[config.mk]
export PLATFORM = sky130hd
export DESIGN_NAME = parity_counter_monitor
export DESIGN_NICKNAME = d
export VERILOG_FILES = /design/src/rtl/parity_counter_monitor.sv
export SDC_FILE = /design/constraint.sdc
export NUM_CORES = 1
export LEC_CHECK = 0
export ABC_AREA = 0
export CAP_MARGIN = 10
export CORE_ASPECT_RATIO = 0.9
export CORE_MARGIN = 2
export CORE_UTILIZATION = 51
export CTS_BUF_LIST = sky130_fd_sc_hd__clkbuf_4 sky130_fd_sc_hd__clkbuf_8
export DETAILED_ROUTE_END_ITERATION = 16
export HOLD_SLACK_MARGIN = 0.08
export PLACE_DENSITY = 0.8
export SKIP_LAST_GASP = 1
export SYNTH_ARGS = -nofsm -noshare
export SYNTH_HDL_FRONTEND = slang
export SYNTH_SLANG_ARGS = --single-unit
[constraint.sdc]
create_clock -name CLK -period 4.6 [get_ports CLK]
set_clock_uncertainty 0.1 [all_clocks]
set_input_delay 0.46 -clock CLK [delete_from_list [all_inputs] [get_ports CLK]]
set_output_delay 0.46 -clock CLK [all_outputs]
set_load 0.01 [all_outputs]
[src/rtl/parity_counter_monitor.sv]
// Receive-side checker for the 3-bit parity counter display interface.
// Decodes the active-low 7-segment pattern, cross-checks it against the
// counter's binary value and against the step expected for the counter mode,
// and reports error pulses, a saturating error count and a lock status.
module parity_counter_monitor #(
    parameter int unsigned LOCK_N = 4,
    parameter int unsigned CNT_W  = 8
) (
    input  logic             CLK,
    input  logic             RESET,
    input  logic [6:0]       LED_7SEG,
    input  logic [2:0]       Q,
    input  logic             EVEN,
    input  logic             ODD,
    input  logic             PAUSE,
    input  logic             CLR_IN,
    output logic [2:0]       DIGIT,
    output logic             DIGIT_VALID,
    output logic             SEG_ERR,
    output logic             Q_ERR,
    output logic             SEQ_ERR,
    output logic [CNT_W-1:0] ERR_CNT,
    output logic             STICKY_ERR,
    output logic             LOCKED
);

    localparam int unsigned GOOD_W = 4;

    typedef enum logic [1:0] {
        ST_SYNC    = 2'd0,
        ST_ACQUIRE = 2'd1,
        ST_LOCKED  = 2'd2
    } state_t;

    state_t            state;
    state_t            state_nxt;
    logic [GOOD_W-1:0] good_cnt;
    logic [GOOD_W-1:0] good_cnt_nxt;

    // Controls of the previous sample; they define the step into this one.
    logic ctrl_even;
    logic ctrl_odd;
    logic ctrl_pause;
    logic ctrl_clr;

    logic       seg_legal_c;
    logic [2:0] seg_digit_c;
    logic [2:0] exp_digit_c;
    logic       q_err_c;
    logic       seq_err_c;
    logic       any_err_c;

    // Active-low segment pattern to digit; anything off-table is illegal.
    always_comb begin
        seg_legal_c = 1'b1;
        seg_digit_c = 3'd0;
        case (LED_7SEG)
            7'b1000000: seg_digit_c = 3'd0;
            7'b1111001: seg_digit_c = 3'd1;
            7'b0100100: seg_digit_c = 3'd2;
            7'b0110000: seg_digit_c = 3'd3;
            7'b0011001: seg_digit_c = 3'd4;
            7'b0010010: seg_digit_c = 3'd5;
            7'b0000010: seg_digit_c = 3'd6;
            7'b1111000: seg_digit_c = 3'd7;
            default:    seg_legal_c = 1'b0;
        endcase
    end

    // Expected digit from the reference digit and the previous controls; 3-bit wrap gives mod 8.
    always_comb begin
        exp_digit_c = DIGIT + 3'd1;
        if (ctrl_clr) begin
            exp_digit_c = (ctrl_odd && !ctrl_even) ? 3'd1 : 3'd0;
        end else if (ctrl_pause) begin
            exp_digit_c = DIGIT;
        end else if (ctrl_odd && !ctrl_even) begin
            exp_digit_c = DIGIT[0] ? (DIGIT + 3'd2) : (DIGIT + 3'd1);
        end else if (ctrl_even && !ctrl_odd) begin
            exp_digit_c = DIGIT[0] ? (DIGIT + 3'd1) : (DIGIT + 3'd2);
        end
    end

    // Per-sample error classification.
    always_comb begin
        q_err_c   = seg_legal_c && (seg_digit_c != Q);
        seq_err_c = seg_legal_c && (state != ST_SYNC) && (seg_digit_c != exp_digit_c);
        any_err_c = !seg_legal_c || q_err_c || seq_err_c;
    end

    // Lock FSM next state and good-sample counter.
    always_comb begin
        state_nxt    = state;
        good_cnt_nxt = good_cnt;
        if (!seg_legal_c) begin
            state_nxt    = ST_SYNC;
            good_cnt_nxt = '0;
        end else begin
            case (state)
                ST_SYNC: begin
                    state_nxt    = ST_ACQUIRE;
                    good_cnt_nxt = '0;
                end
                ST_ACQUIRE: begin
                    if (q_err_c || seq_err_c) begin
                        good_cnt_nxt = '0;
                    end else if ((good_cnt + GOOD_W'(1)) == GOOD_W'(LOCK_N)) begin
                        state_nxt    = ST_LOCKED;
                        good_cnt_nxt = '0;
                    end else begin
                        good_cnt_nxt = good_cnt + GOOD_W'(1);
                    end
                end
                ST_LOCKED: begin
                    if (q_err_c || seq_err_c) begin
                        state_nxt    = ST_ACQUIRE;
                        good_cnt_nxt = '0;
                    end
                end
                default: begin
                    state_nxt    = ST_SYNC;
                    good_cnt_nxt = '0;
                end
            endcase
        end
    end

    // Sample registers, error pulses, counters and status.
    always_ff @(posedge CLK or posedge RESET) begin
        if (RESET) begin
            state       <= ST_SYNC;
            good_cnt    <= '0;
            ctrl_even   <= 1'b0;
            ctrl_odd    <= 1'b0;
            ctrl_pause  <= 1'b0;
            ctrl_clr    <= 1'b0;
            DIGIT       <= 3'd0;
            DIGIT_VALID <= 1'b0;
            SEG_ERR     <= 1'b0;
            Q_ERR       <= 1'b0;
            SEQ_ERR     <= 1'b0;
            ERR_CNT     <= '0;
            STICKY_ERR  <= 1'b0;
            LOCKED      <= 1'b0;
        end else begin
            state      <= state_nxt;
            good_cnt   <= good_cnt_nxt;
            ctrl_even  <= EVEN;
            ctrl_odd   <= ODD;
            ctrl_pause <= PAUSE;
            ctrl_clr   <= CLR_IN;
            // The observed digit is also the next reference, which resynchronises after SEQ_ERR.
            if (seg_legal_c) begin
                DIGIT <= seg_digit_c;
            end
            DIGIT_VALID <= seg_legal_c;
            SEG_ERR     <= !seg_legal_c;
            Q_ERR       <= q_err_c;
            SEQ_ERR     <= seq_err_c;
            if (any_err_c && (ERR_CNT != {CNT_W{1'b1}})) begin
                ERR_CNT <= ERR_CNT + CNT_W'(1);
            end
            if (any_err_c) begin
                STICKY_ERR <= 1'b1;
            end
            LOCKED <= (state_nxt == ST_LOCKED);
        end
    end

endmodule

==> impl_metrics.ini <==
[status]
status = finished, final reports clean

[synthesis]
synth_top_area_cell = dfrtp_1
synth_nets = 181
synthArstFlopShare_pct = 100
yosys.cell_types.count = 45
synth_top_cells_by_count = 27 x dfrtp_1, 12 x xor2_1, 11 x nand2_1, 11 x nor2_1, 9 x nor3_1
synth-seq-area-share_pct = 42.2
ys_top_cells_by_area = dfrtp_1 42%, xor2_1 6.6%, ha_1 4.7%
synth_area_um2 = 1600
syn_avg_cell_area_um2 = 10.1
synth-edff-count = 0
synth_cells = 159
post-synth-top-count-cell = dfrtp_1
yosys_warnings = 0
synth_top_flop_cell = dfrtp_1
ys_seq_elements = 27
synth_top_cell_area_share_pct = 42.2

[sta]
relSlewSlack_pct = 32.9
worstMarginPinSlew_ns = 1.01
finalSetupTns_ns = 0
rsz0062_at_grt = false
hold_viol = 0
setup_violations = 0
fin_crit_sh_pct = 70.9
maxSlewViolCount = 0
fmax_ghz = 0.307
layout_min_cycle_time_ns = 3.26

[placement]
hpwlAfterDp_um = 2680
placed_area_um2 = 1960
io_buffers = 32
gp_congestion = 0.817

[route]
num_vias = 1321
drc_errors = 0
drt_iter0_markers = 66
wl_per_cell_um = 14.7
routed_via_density = 5.65
drtAntennaViolNets = 0
firstDrtPassIters = 4
wl_um = 3430

[global_route]
grt_max_degree = 28
grt_usage_pct = 20.1
grt_remaining_overflow = 0
antenna_found_initial = 0
grt_pass1_wl_um = 5780
grt_pass1_vias = 1316

[worst_setup_path]
required_ns = 4.71
crit_chain = clkdlybuf4s50_1 -> or3b_4 -> a2111oi_4 -> nor2_2 -> xor2_1 -> nand3_1 -> nor4_4 -> nor2b_1 -> mux2_1
cp-end-kind = flip-flop
cp_max_fo = 11
critical_path_buf_inv_count = 1
crit_arrival_ns = 3.37
critPathKind = input pin to flip-flop
cp_slowest_cell = clkdlybuf4s50_1
critPathTopFamily = simple AND/OR/NAND/NOR gates
critPathMaxStageDelay_ns = 0.59
start_kind = input pin

[power_and_ir_drop]
irDropWorstVdd_mv = 0.322
power_uw = 710
power_density_nw_per_um2 = 357
leakagePower_nw = 0.807

[clock_network]
numCtsBuffers = 3
cts_setup_buffers = 0
clock_sinks = 27
insertion_delay_ns = 0.32
hold_buffers = 0
cts_max_level = 1
tritoncts = yes
cts_resized = 0
clock_tree.root_cell = clkbuf_4
cts_buffer_depth = 2
clk_pin_slew_worst_paths_ns = 0.14

[finish]
fill_cells = 254
area_growth_pct = 24.1
nets = 215
drive_above_1_share_pct = 7.81
design_area_um2 = 1990
antenna_cells = 0

[min_path]
worstHoldPathType = flip-flop to flip-flop

[floorplanning]
die-width_um = 63.1
start_util_pct = 53.0
core_area_um2 = 3020
rows = 19
die_y_um = 57.2
num_io_pins = 33
die-area_um2 = 3610

[flow_run]
maxCapViolCount = 0
==> registers in the layout, indices dropped and copies added, names as in the netlist <==
register,cells
state,2
SEG_ERR,1
ctrl_clr,1
ERR_CNT,8
STICKY_ERR,1
ctrl_odd,1
ctrl_pause,1
LOCKED,1
SEQ_ERR,1
ctrl_even,1
DIGIT_VALID,1
Q_ERR,1
DIGIT,3
good_cnt,4
==> final timing paths <==
path,startpoint,end,slack [ns],depth (start not counted)
min in group asynchronous,RESET,ctrl_clr,0.56,2
max in group asynchronous,RESET,ERR_CNT[4],3.23,2
worst min-delay path,STICKY_ERR,STICKY_ERR,0.38,1
worst max register to register,DIGIT[0],ERR_CNT[6],1.75,9
worst min register to register,STICKY_ERR,STICKY_ERR,0.38,1
worst max-delay path,LED_7SEG[3],ERR_CNT[2],1.34,9
==> layout by cell type (no fill, tap or decap), drive strengths merged, types with 5 or more instances in the layout <==
cell	count
nand3	8
nand3b	5
nor2b	8
xor2	12
clkdlybuf4s50	32
nand2	11
a21oi	6
ha	6
o21ai	6
nor3	10
nor2	13
dfrtp	27
==> cell type report <==
class	instances	area [um2]	area share, %
inverter	4	15.0	0.756
sequential	27	676	34.0
multi-input combinational	125	893	45.0
clock buffer	4	30.0	1.51
timing repair buffer	32	320	16.1
tap	42	52.6	2.64
==> worst register-to-register path, cell delays in order, from the launching register on <==
cell      delay, ns
dfrtp_1        0.50
inv_2          0.08
ha_1           0.20
nor4b_1        0.35
a2111o_1       0.19
a21oi_1        0.05
a311oi_1       0.56
nor4_4         0.15
nor3_2         0.24
mux2_1         0.33
==> cell families (layout without fill, tap and decap cells) <==
family	after synthesis	in the layout	synth area share, %
multiplexers	7	7	5.08
adder cells (fa/ha/maj)	6	6	4.69
buffers and inverters	7	40	2.03
AO/OA/AOI/OAI	24	24	11.3
AND/OR/NAND/NOR	75	75	27.7
XOR/XNOR	13	13	7.11
flip-flops	27	27	42.2
==> per-stage QoR <==
stage	hold slack [ns]	instances	worst slack, ns	util, %
finish	0.383	234	1.34	65.8
global route	0.427	234	1.17	65.8
CTS	0.389	234	1.32	65.8
detailed placement	0.352	230	0.968	64.8
global placement	0.368	230	1.20	64.8
floorplan	0.391	159	1.80	-
==> metal layers <==
layer / global-route usage [%] / routed length (um) / vias to the layer above
met5: 0 / 0 / -
met4: 3.81 / 35 / 0
met3: 4.34 / 168 / 8
met2: 37.7 / 1810 / 48
met1: 24.1 / 1420 / 629
li1: - / - / 636
==> power breakdown <==
| part | internal [mW] | leakage [nW] | switching (mW) |
|---|---|---|---|
| Sequential | 0.283 | 0.333 | 0.0563 |
| Combinational | 0.153 | 0.456 | 0.113 |
| Clock | 0.0398 | 0.0184 | 0.0652 |
(Power assumes the default switching activity.)
